$ cat config.mk
export PLATFORM = sky130hd
export DESIGN_NAME = pci_bus_arbiter
export DESIGN_NICKNAME = d
export VERILOG_FILES = /design/src/rtl/pci_pkg.sv /design/src/rtl/pci_rr_picker.sv /design/src/rtl/pci_bus_arbiter.sv
export SDC_FILE = /design/constraint.sdc
export NUM_CORES = 1
export LEC_CHECK = 0
export ABC_AREA = 1
export CORE_UTILIZATION = 30
export CTS_BUF_LIST = sky130_fd_sc_hd__clkbuf_4 sky130_fd_sc_hd__clkbuf_8
export DETAILED_ROUTE_END_ITERATION = 6
export GPL_TIMING_DRIVEN = 0
export HOLD_SLACK_MARGIN = 0.05
export SETUP_SLACK_MARGIN = 0.1
export SYNTH_ARGS = -nofsm -noshare
export SYNTH_HDL_FRONTEND = slang
export SYNTH_SLANG_ARGS = --single-unit
$ cat constraint.sdc
create_clock -name clk -period 2.32 [get_ports clk]
set_clock_uncertainty 0.05 [all_clocks]
set_input_delay 0.58 -clock clk [delete_from_list [all_inputs] [get_ports clk]]
set_output_delay 0.58 -clock clk [all_outputs]
set_load 0.02 [all_outputs]
$ cat src/rtl/pci_pkg.sv
// pci_pkg: shared PCI arbiter state type and bus constants.
package pci_pkg;
  typedef enum logic [1:0] {IDLE, GRANTED, BUSY, TURNAROUND} arb_state_t;
  localparam logic [31:0] DEV_A_ADDR = 32'hAD;
  localparam logic [31:0] DEV_B_ADDR = 32'hBD;
  localparam logic [31:0] DEV_C_ADDR = 32'hCD;
  localparam logic [3:0] CBE_WRITE = 4'b0011;
  localparam logic [3:0] CBE_READ = 4'b0010;
  function automatic logic bus_idle(input logic frame, input logic irdy);
    return frame && irdy;
  endfunction
endpackage

$ cat src/rtl/pci_rr_picker.sv
// pci_rr_picker: round-robin winner search starting just after the last owner.
module pci_rr_picker #(
  parameter int N_DEV = 3,
  localparam int IW = $clog2(N_DEV)
) (
  input  logic [N_DEV-1:0] req_n,
  input  logic [IW-1:0]    rr,
  output logic             valid,
  output logic [IW-1:0]    winner
);
  logic [IW-1:0] idx;
  // Scan from the far end so the nearest requester after rr is written last.
  always_comb begin
    valid = 1'b0;
    winner = '0;
    idx = '0;
    for (int i = N_DEV; i >= 1; i--) begin
      idx = IW'((int'(rr) + i) % N_DEV);
      if (!req_n[idx]) begin
        valid = 1'b1;
        winner = idx;
      end
    end
  end
endmodule

$ cat src/rtl/pci_bus_arbiter.sv
// pci_bus_arbiter: round-robin PCI REQ#/GNT# arbiter that tracks bus ownership,
// parks an idle bus on one device and revokes grants that are never used.
module pci_bus_arbiter
  import pci_pkg::*;
#(
  parameter int N_DEV = 3,
  parameter int GNT_TIMEOUT = 16,
  parameter int PARK_DEV = 0,
  localparam int OW = $clog2(N_DEV + 1),
  localparam int IW = $clog2(N_DEV),
  localparam int TW = $clog2(GNT_TIMEOUT + 1)
) (
  input  logic             clk,
  input  logic             rst,
  input  logic [N_DEV-1:0] REQ,
  output logic [N_DEV-1:0] GNT,
  input  logic             FRAME,
  input  logic             IRDY,
  output logic [OW-1:0]    owner,
  output logic             bus_busy,
  output logic             timeout_evt
);
  localparam bit PARK_EN = PARK_DEV < N_DEV;
  localparam logic [N_DEV-1:0] PARK_GNT = PARK_EN ? ~(N_DEV'(1) << PARK_DEV) : '1;
  localparam logic [OW-1:0] PARK_OWNER = OW'(PARK_EN ? PARK_DEV : N_DEV);
  arb_state_t state;
  logic [IW-1:0] rr;
  logic [IW-1:0] pick;
  logic [IW-1:0] own_idx;
  logic [TW-1:0] timer;
  logic [N_DEV-1:0] req_n;
  logic pick_valid;
  logic parked;
  logic timed_out;
  // An undriven (X/Z) request line counts as no request.
  always_comb begin
    req_n = '1;
    for (int i = 0; i < N_DEV; i++) req_n[i] = (REQ[i] === 1'b0) ? 1'b0 : 1'b1;
  end
  assign own_idx = IW'(owner);
  assign parked = PARK_EN && (owner == OW'(PARK_DEV));
  assign timed_out = timer == TW'(GNT_TIMEOUT - 1);
  pci_rr_picker #(.N_DEV(N_DEV)) u_picker (
    .req_n (req_n),
    .rr    (rr),
    .valid (pick_valid),
    .winner(pick)
  );
  always_ff @(posedge clk or posedge rst) begin
    if (rst) begin
      state <= IDLE;
      GNT <= '1;
      owner <= OW'(N_DEV);
      bus_busy <= 1'b0;
      timeout_evt <= 1'b0;
      rr <= IW'(N_DEV - 1);
      timer <= '0;
    end else begin
      timeout_evt <= 1'b0;
      case (state)
        IDLE:
          if (!FRAME && parked) begin
            state <= BUSY;
            bus_busy <= 1'b1;
          end else if (pick_valid) begin
            state <= GRANTED;
            GNT <= ~(N_DEV'(1) << pick);
            owner <= OW'(pick);
            timer <= '0;
          end else begin
            GNT <= PARK_GNT;
            owner <= PARK_OWNER;
          end
        GRANTED:
          if (!FRAME) begin
            state <= BUSY;
            bus_busy <= 1'b1;
          end else if (req_n[own_idx] || timed_out) begin
            state <= IDLE;
            GNT <= '1;
            owner <= OW'(N_DEV);
            rr <= own_idx;
            timeout_evt <= !req_n[own_idx];
          end else begin
            timer <= (&timer) ? timer : timer + 1'b1;
          end
        BUSY:
          if (bus_idle(FRAME, IRDY)) begin
            state <= TURNAROUND;
            GNT <= '1;
            bus_busy <= 1'b0;
            rr <= own_idx;
            owner <= OW'(N_DEV);
          end
        TURNAROUND: state <= IDLE;
        default: state <= IDLE;
      endcase
    end
  end
endmodule
After elaboration in Yosys (flattened, before gate mapping)
Index checks and enable logic that the tools add are counted.
- register bits after elaboration: 16
- latch bits: 0
- bits in writable memories: 0
- memory bits (read-only): 0
- output and inout port bits: 7
- memories: 0
- $add $sub $neg: 4
- $mul: 0
- div/mod/pow operators: 3
- $lt $le $gt $ge: 4
- eq/ne operators: 18
- shift operators: 1
- muxes and demuxes: 51
- bitwise operators: 1
- reductions and logical operators: 16
- operators with widths (cell ; count):
    $mod 32x3->32 const B ; 3
    $mux 2 ; 15
    $mux 5 ; 5
    $ne 2x2->1 const B ; 9
    $mux 1 ; 16
    $mux 3 ; 5
    $lt 2x3->1 const B ; 4
    $pmux 5 s2 ; 1
    $reduce_and 5->1 ; 2
    $pmux 3 s3 ; 1
    $bmux 1 s2 ; 4
    $pmux 2 s4 ; 1
    $reduce_and 4->1 ; 2
    $add 2x2->3 const B ; 2
    $ne 3x3->1 const B ; 2
    $pmux 2 s3 ; 1
    $reduce_and 6->1 ; 1
    $add 5x1->5 const B ; 1
    $eq 5x4->1 const B ; 1
    $eq 2x2->1 const B ; 2
    $logic_not 2->1 ; 2
    $pmux 2 s2 ; 1
    $reduce_bool 2->1 ; 2
    $add 2x1->3 const B ; 1
    10 further kinds ; 14

Longest topological paths before layout
- depth after elaboration: 12
- mapped depth: 13

By module
Synthesis repeated with hierarchy kept, for this count alone.
- cells, all modules: 176
- area total of the unflattened synthesis: 1252.5 um2
- modules (own cells, without submodules) (module ; instances ; cells each ; area each (um2) ; seq. area each (um2)):
    pci_bus_arbiter ; 1 ; 139 ; 1052.3 ; 407.9
    pci_rr_picker ; 1 ; 37 ; 200.2 ; 0.0

Worst setup path before layout
No wires, ideal clock.
- path kind: reg2reg
- start: register rr[1]
- end: register timer[0]
- library setup time: 0.117 ns
- arrival: 1.575 ns
- slack: 0.578 ns
- cell stages (with the launch flop): 12
- period minus slack after synthesis: 1.742 ns
- path through: dfstp_2 ha_1 inv_2 nand2_1 nor2_1 nor2_4 nand2_2 nor2_4 nand2_2 nand3_2 nand2_1 nand2_1
- cells in the longest elaborated chain, start to end: 9
- elaborated cells between the ends (all ways): 17
- RTL lines (element ; line ; text):
    start: declaration ; pci_bus_arbiter.sv:27 ; logic [IW-1:0] rr;
    start signal: assignment ; pci_bus_arbiter.sv:56 ; rr <= IW'(N_DEV - 1);
    start signal: assignment ; pci_bus_arbiter.sv:82 ; rr <= own_idx;
    start signal: assignment ; pci_bus_arbiter.sv:92 ; rr <= own_idx;
    $add 2x2->3 ; pci_rr_picker.sv:18 ; idx = IW'((int'(rr) + i) % N_DEV);
    $mod 32x3->32 ; pci_rr_picker.sv:18 ;
    $bmux 1 s2 ; pci_rr_picker.sv:19 ; if (!req_n[idx]) begin
    $mux 1 (not written as such) ; pci_rr_picker.sv:19 ;
    $mux 1 (2 in series) ; pci_rr_picker.sv:19 ;
    $mux 1 * ; pci_rr_picker.sv:19 ;
    $ne 2x2->1 (no line) * ; n/a ;
    $reduce_and 6->1 (no line) * ; n/a ;
    end signal: assignment ; pci_bus_arbiter.sv:85 ; timer <= (&timer) ? timer : timer + 1'b1;
    end: declaration ; pci_bus_arbiter.sv:30 ; logic [TW-1:0] timer;
Mark *: on every way between the ends. The rest lies on a longest branch, timed or not. The select of a mux whose other input is x is not followed.
A chain may end at the register's enable or synchronous reset.

Worst setup path in the final report
- start: register owner[0]
- end: output port owner[0]
- RTL lines (element ; line ; text):
    start: declaration ; pci_bus_arbiter.sv:19 ; output logic [OW-1:0] owner,
    start signal: assignment ; pci_bus_arbiter.sv:53 ; owner <= OW'(N_DEV);
    start signal: assignment ; pci_bus_arbiter.sv:68 ; owner <= OW'(pick);
    start signal: assignment ; pci_bus_arbiter.sv:81 ; owner <= OW'(N_DEV);
No word-level cell between the ends.

==> results.txt <==
The insertion delay to the later sink of the worst-skew pair is 250 ps. The highest clock frequency the design can meet is 491.2 MHz. The layout overhead on the synthesized area is 18.92%.

After detailed placement, the total cell area comes to 0.001469 mm^2. The setup violation total in the final timing report came out at 0. The floorplan step set the die height to 67.23 um. Once the clock tree was built, the setup fixing pass inserted 0 buffers. The number of hold violations in the final report came out at 0. Setup total negative slack on the finished layout was measured at 0 ps. Traced cell by cell, the critical path runs through clkdlybuf4s50_1. The headroom to the max-slew limit came out at 0.5853. The number of primary I/O pins is 14.

In the layout the commonest cells are sky130_fd_sc_hd__nand2_1 (47), sky130_fd_sc_hd__nor2_1 (22), sky130_fd_sc_hd__inv_1 (20). The routed wire length is 2607 um. The total area inside the core boundary comes to 0.004029 mm^2. The final critical path time including I/O delays and setup came out at 2036 ps.

During synthesis, Yosys emitted a total of 0 warnings. The largest driver fanout on the critical path came out at 3. Dividing the detail-routed via count by the number of cells gives 4.636.

Dividing the final minimum period by the clock period gives 0.8776. The routability congestion estimate is 0.8187. The area share of the largest cell type after synthesis came out at 0.1961. The synthesized design spends more area on one cell type than any other, namely sky130_fd_sc_hd__dfrtp_1. The maximum level of the CTS H-tree is 1. The initialized floorplan defines 23 standard-cell rows. The data required time at the worst endpoint is 1690 ps. The number of nets in the final layout came out at 217. The most common cell after layout, fill and taps aside is sky130_fd_sc_hd__nand2_1. The filler cells instantiated in the layout total 455.

The final max-slew violation count is 0. Among all flip-flop cells after synthesis, the most frequent one is sky130_fd_sc_hd__dfrtp_1. The synthesized netlist occupies a cell area of 0.001276 mm^2. The count of port buffers added during placement came out at 13.

The average cell area after synthesis is 7.090 um^2. The combined flip-flop and latch cell area came out at 407.9 um^2. After clock tree synthesis, the clock-pin slew on the worst setup and hold paths is 70 ps. The number of instances in the synthesized netlist came out at 180. The area used by multi-input combinational logic came out at 759.5 um^2. The die area came out at 0.004519 mm^2. The flow ran to the end, and the final reports show no timing, DRC or antenna violations. The worst setup margin came out at 284.0 ps. The first global-routing pass estimated 4526 um of wire.

The remaining number of nets flagged by the antenna check after routing is 0. The largest net degree at the start of global routing is 17. The type of the worst setup path is flop to output port. Across all register-to-register paths, the minimum setup slack is 400 ps. The total overflow left after global routing is 0. The signal arrival time at the worst endpoint is 1410 ps.

The peak supply drop came out at 0.4557 mV. The kind of cell with the highest combined delay along the critical path is buffers and inverters. The worst setup slack before clock tree synthesis is 103.2 ps. Synthesis produced a netlist with a net count of 199. The leakage power total is 0.7692 nW. The die boundary width is 67.23 um. CTS placed an instance of sky130_fd_sc_hd__clkbuf_8 at the clock tree root. The via total after detailed routing is 1145. The flop and latch count out of synthesis is 16. The number of antenna diodes in the final layout is 0.

The count of placed standard cells including taps came out at 243. The fraction of registers with async set or reset after synthesis came out at 1.000. STA classifies the critical path endpoint as an output port. The finished cells cover 0.001518 mm^2. The number of resized instances in the post-cts repair step came out at 0. The number of hold-repair buffers added at the cts stage came out at 0. The longest clock path from root to sink contains 2 buffers. The worst hold path belongs to the class flop to flop.

The type of origin of the critical path is a flop. The number of buffers and inverters on the critical path is 1. The combined global-route utilization of all metal layers came out at 0.1308.

The pin slew with the least headroom to its limit is 621.4 ps. The violation count after the first detailed-route iteration is 47. The unique cell type count in the Yosys netlist is 26. Setup repair after global routing left no endpoint under its margin. The average routed wire per standard cell is 10.55 um.

The detailed-route DRC error count came out at 0. For this configuration, the core starts out at a cell density of 0.3168. Sorting the synthesized cells by area gives the leading types as sky130_fd_sc_hd__dfrtp_1 (20%), sky130_fd_sc_hd__nand2_1 (14%), sky130_fd_sc_hd__dfstp_2 (12%), sky130_fd_sc_hd__ha_1 (12%), sky130_fd_sc_hd__nor2_1 (6.5%). The initial antenna violation count came out at 0. The delay contributed by the slowest stage of the critical path is 600 ps.

Buffers inserted during clock tree synthesis total 3. Detailed placement finished with a half-perimeter wire length of 2075 um. The total power divided by cell area is 1470 mW/mm^2. The number of detailed-route iterations in the first pass is 4. The cell type of the slowest stage on the worst timing path is sky130_fd_sc_hd__clkdlybuf4s50_1. The number of flops mapped to enable cells by yosys is 0. TritonCTS built the clock tree. Of the cells placed in the final design, the portion with a size suffix greater than 1 is 0.1523. The sequential share of the synthesized area is 0.3196. The post-route non-filler standard cell count came out at 247. Across the run, the number of max-cap violations was 0.

The number of global-route vias before repair is 1067. Clock tree synthesis found a total of 16 sinks.
-- power breakdown --
group | internal, mW | leakage [nW] | switching [mW]
Clock | 0.133 | 0.0262 | 0.0982
Sequential | 0.406 | 0.194 | 0.0708
Combinational | 0.536 | 0.549 | 0.987
-- sequential cells by signal, indices dropped and copies added, names as in the netlist --
name,cells
timeout_evt,1
state,2
GNT,3
owner,2
bus_busy,1
rr,2
timer,5
-- metrics by stage --
step | hold slack, ps | utilization | power, mW
floorplan | 418.3 | - | 1.679
global placement | 430.6 | 0.3646 | 2.008
detailed placement | 438.7 | 0.3646 | 2.011
CTS | 457.3 | 0.3767 | 2.259
global route | 488.2 | 0.3767 | 2.500
finish | 450.1 | 0.3767 | 2.231
-- kinds of logic after synthesis --
| family | after synthesis | share of synthesized area |
|---|---|---|
| flip-flops | 16 | 0.3196 |
| AND/OR/NAND/NOR | 104 | 0.3804 |
| buffers and inverters | 28 | 0.08529 |
| XOR/XNOR | 1 | 0.006864 |
| AO/OA/AOI/OAI | 19 | 0.09019 |
| adder cells (fa/ha/maj) | 12 | 0.1176 |
-- final cells by class --
type / instances / share of cell area
multi-input cells: 136 / 0.5004
inverters: 27 / 0.06843
plain buffers: 1 / 0.003298
flip-flops and latches: 16 / 0.2688
repair buffers: 13 / 0.08574
clock buffers: 4 / 0.03215
well taps: 50 / 0.04122
-- Yosys cell counts (all sizes together) (2+ instances only) --
| cell | number |
|---|---|
| a21oi | 6 |
| a22oi | 2 |
| dfrtp | 10 |
| dfstp | 6 |
| ha | 12 |
| inv | 27 |
| nand2 | 50 |
| nand3 | 19 |
| nand4 | 8 |
| nor2 | 25 |
| o21ai | 10 |
-- worst paths after layout --
kind | from | end | cells past startpoint
worst max-delay path | owner[0] | owner[0] | 1
worst min-delay path | bus_busy | bus_busy | 2
worst max register to register | rr[1] | timer[0] | 11
max in group asynchronous | rst | rr[0] | 2
worst min register to register | bus_busy | bus_busy | 2
min in group asynchronous | rst | state[1] | 2
-- per-layer routing --
layer  share of wire  GRT usage  wire (um)  vias to the layer above
li1                -          -          -                      618
met1            0.53     0.1768       1391                      515
met2            0.44     0.2113       1139                       10
met3           0.020    0.03209         51                        2
met4          0.0096    0.02394         25                        0
met5               0          0          0                        -
(Power assumes the default switching activity.)
==> RTL edit 1: new RTL, config.mk and constraints unchanged <==
`N_DEV` is set to 3 in 2 places; all go to 5.
--- a/src/rtl/pci_rr_picker.sv
+++ b/src/rtl/pci_rr_picker.sv
@@ -1,5 +1,5 @@
 // pci_rr_picker: round-robin winner search starting just after the last owner.
 module pci_rr_picker #(
-  parameter int N_DEV = 3,
+  parameter int N_DEV = 5,
   localparam int IW = $clog2(N_DEV)
 ) (
--- a/src/rtl/pci_bus_arbiter.sv
+++ b/src/rtl/pci_bus_arbiter.sv
@@ -4,5 +4,5 @@
   import pci_pkg::*;
 #(
-  parameter int N_DEV = 3,
+  parameter int N_DEV = 5,
   parameter int GNT_TIMEOUT = 16,
   parameter int PARK_DEV = 0,
Ports: changed (resized GNT, REQ and owner); port bits go from 14 to 19. The function was not compared with the original's and may differ.
==> RTL edit 1 against the unedited design <==
The run now ends with design-rule violations, negative setup slack left. Design area increased to 2.6 times the old value. Register-to-register slack got worse by 1.7 ns. Setup slack got worse by 1.6 ns. Routed wire length increased to 2.9 times the old value. Synthesized area increased by 120%. Sequential cell count increased by 4.
Power is left out: the tool's default activity adds up to more than one toggle a clock period on the data nets, which glitch-free logic cannot reach.
==> RTL edit 1: results (changes against the unedited design) <==
- Final setup fails: 15 (was 0)
- Synth area leaders: nand2_1 17%, ha_1 16%, dfrtp_1 11% (was dfrtp_1 20%, nand2_1 14%, dfstp_2 12%)
- Final worst slack: -1.30 ns (was 0.284 ns)
- Status: complete, but fails checks (was finished, final reports clean)
- # DRC: 3 (was 0)
- Met2 WL: 3.77 mm (was 1.14 mm)
- Synth cell types: 36 (was 26)
- HPWL Detailed: 5.36 mm (was 2.08 mm)
- Compound-Gate Fraction of Synth Area: 10.3% (was 9.02%)
- Placer Congestion: 0.855 (was 0.819)
- Failing checks: design-rule violations, negative setup slack
- Pin count of the biggest net entering global routing: 21 (was 17)
- Number of global-route vias before repair: 2885 (was 1067)
- Setup Fix Bufs, Post-CTS: 34 (was 0)
- Setup TNS: -18.47 ns (was 0 ns)
- Post-Synth Adder-Cell Area: 16.5% (was 11.8%)
- Met3 Track Usage GR: 1.00% (was 3.21%)
- Cell Area, Placed: 0.00318 mm2 (was 0.00147 mm2)
- Vias/cell: 4.85 (was 4.64)
- Largest registers: GNT: 5 flops, timer: 5 flops (was timer: 5 flops, GNT: 3 flops)
- Overall Global Routing Usage: 16.4% (was 13.1%)
- CP max-delay cell: dfrtp_2 (was clkdlybuf4s50_1)
- IO buf count: 18 (was 13)
- Met3 wire len: 351 um (was 51 um)
- Setup WS pre-CTS: -1.61 ns (was 0.103 ns)
- CP max stage delay: 0.39 ns (was 0.60 ns)
- Critical Path Start: rr[0] (was owner[0])
- Synthesized area per cell: 6.37 um2 (was 7.09 um2)
- Crit Path Max Fanout: 5 (was 3)
RTL edit 1: cell types whose count changed after synthesis, moves of 15 or more:
cell     unedited run  this run
nand2_1            47       122
nand3_1            16        53
inv_1              20        56
ha_1               12        35
nand2_2             2        22
o21ai_0             5        20
RTL edit 1: layout make-up:
cell class	count	area [um2]	area share (%)
Multi-Input combinational cell	350	2370	60.3
Sequential cell	20	513	13.1
Clock inverter	1	30.0	0.764
Timing Repair Buffer	64	538	13.7
Tap cell	108	135	3.44
Clock buffer	3	41.3	1.05
Inverter	60	255	6.49
Buffer	6	46.3	1.18
RTL edit 1: final timing paths:
check / slack, ns / cells past startpoint / endpoint
worst max-delay path: -1.30 / 26 / timer[2]
worst min-delay path: 0.45 / 2 / bus_busy
worst max register to register: -1.30 / 26 / timer[2]
worst min register to register: 0.45 / 2 / bus_busy
max in group asynchronous: 0.96 / 2 / rr[1]
min in group asynchronous: 0.71 / 2 / timer[2]
==> RTL edit 2: new RTL, same settings <==
Made on the original files. The 4 states of `arb_state_t` get a one-hot encoding in 4 bits.
--- a/src/rtl/pci_pkg.sv
+++ b/src/rtl/pci_pkg.sv
@@ -1,5 +1,5 @@
 // pci_pkg: shared PCI arbiter state type and bus constants.
 package pci_pkg;
-  typedef enum logic [1:0] {IDLE, GRANTED, BUSY, TURNAROUND} arb_state_t;
+  typedef enum logic [3:0] {IDLE = 4'b0001, GRANTED = 4'b0010, BUSY = 4'b0100, TURNAROUND = 4'b1000} arb_state_t;
   localparam logic [31:0] DEV_A_ADDR = 32'hAD;
   localparam logic [31:0] DEV_B_ADDR = 32'hBD;
Function: no difference found for any inputs over 10 cycles, from zero or initial values and one cycle with rst high; not proved beyond that.
==> RTL edit 2 against the unedited design <==
Design area increased by 1.2%. Routed wire length increased by 3.3%. Setup slack got worse by 0.058 ns. Global-route usage increased by 1.1 points. Power increased by 2.4%. Synthesized area increased by 1.5%. Via count increased by 0.35%. Combinational power decreased by 3%. Sequential cell count increased by 2. Critical endpoint unchanged.
==> RTL edit 2: results (changes against the unedited design) <==
- DRT Wirelength: 2.69 mm (was 2.61 mm)
- Ys async rst share: 100% (unchanged)
- Post-route cell area: 0.00154 mm2 (was 0.00152 mm2)
- Antenna cells: 0 (unchanged)
- Setup Fix Bufs, Post-CTS: 0 (unchanged)
- Crit Path Max Fanout: 6 (was 3)
- Drt first-iter violations: 53 (was 47)
- Worst-path clk slew: 0.06 ns
- Nets: 217 (unchanged)
- Synth cell types: 27 (was 26)
- Worst Hold End: GNT[0] (was bus_busy)
- Layout cells sized above 1: 15.8% (was 15.2%)
- Clk Tree Root Cell: clkbuf_8 (unchanged)
- CP max-delay cell: clkdlybuf4s50_1 (unchanged)
- P_leak: 0.000801 uW (was 0.000769 uW)
- Largest registers: timer: 5 flops, state: 4 flops, GNT: 3 flops (was timer: 5 flops, GNT: 3 flops)
- Pre-antenna DRT Iters: 4 (unchanged)
- Gate Count Post-Synth: 185 (was 180)
- Inst Count DP: 248 (was 243)
- H-Tree Level Count: 1 (unchanged)
- Setup WS pre-CTS: 0.102 ns (was 0.103 ns)
- Internal power: 1140 uW (was 1080 uW)
- IO buf count: 13 (unchanged)
- Main synth FF type: dfrtp_1 (unchanged)
- Worst R2R Path Depth: 10 (was 11)
- Overall Global Routing Usage: 14.2% (was 13.1%)
- Status: finished, final reports clean (unchanged)
- CP max stage delay: 0.62 ns (was 0.60 ns)
- Hold path start: GNT[0] (was bus_busy)
- R2r setup slk: 0.36 ns (was 0.40 ns)
- Logic gate share of total power: 64.9% (was 68.2%)
- VDD IR-drop max: 0.326 mV (was 0.456 mV)
- Synth area leaders: dfrtp_1 21%, nand2_1 17%, dfstp_2 14% (was dfrtp_1 20%, nand2_1 14%, dfstp_2 12%)
- Most common library cells after synthesis: 58 x nand2_1, 26 x inv_1, 16 x nor2_1 (was 47 x nand2_1, 22 x nor2_1, 20 x inv_1)
- Seq power: 561 uW (was 477 uW)
- Vias/cell: 4.56 (was 4.64)
- Comb group: 1480 uW (was 1520 uW)
- Fillers: 448 (was 455)
- Sequential-to-total area share from yosys stat: 35.5% (was 32.0%)
- Pin count of the biggest net entering global routing: 19 (was 17)
- Critical path arrival: 1.46 ns (was 1.41 ns)
- Vias: 1149 (was 1145)
- Global-route wire length before repair: 4.83 mm (was 4.53 mm)
- Min Hold Slack: 0.416 ns (was 0.450 ns)
- Crit path to: owner[0] (unchanged)
- Placer Congestion: 0.823 (was 0.819)
- Syn Nets: 199 (unchanged)
- R2r startpoint: rr[1] (unchanged)
- Crit share post-route: 90.3% (was 87.8%)
- R2R Path End: timer[3] (was timer[0])
- Worst slew pin tran: 0.701 ns (was 0.621 ns)
- Worst-Skew Late Latency: 0.26 ns
- HPWL Detailed: 2.10 mm (was 2.08 mm)
- Ys Warns: 0 (unchanged)
-- RTL edit 2: changes by cell type after synthesis, moves of 2 or more --
cell     change
nor3_1       +3
inv_2        +2
nand2_1     +11
a22oi_1      -2
nor2_1       -6
nand4_1      -4
inv_1        +6
ha_1         -5
-- RTL edit 2: final cells by class --
class | instances | share of cell area (%)
multi-input combinational | 132 | 45.4
sequential | 18 | 29.9
timing repair buffer | 13 | 8.47
inverter | 34 | 8.31
tap | 50 | 4.07
clock buffer | 4 | 3.18
buffer | 1 | 0.733
-- RTL edit 2: layer usage --
layer / track usage [%] / wire length, um
met1: 18.1 / 1320
met2: 23.3 / 1250
met3: 3.72 / 109
met4: 4.26 / 18
met5: 0 / 0
-- RTL edit 2: cells by family after synthesis --
kind of cell               after synthesis  share of synthesized area (%)
xor gates and xnor gates                 1                          0.676
DFF                                     18                           35.5
buffers and inverters                   35                           10.7
adders and majority gates                7                           6.76
AOI/OAI and AO/OA                       16                           7.25
and+or+nand+nor                        108                           39.1
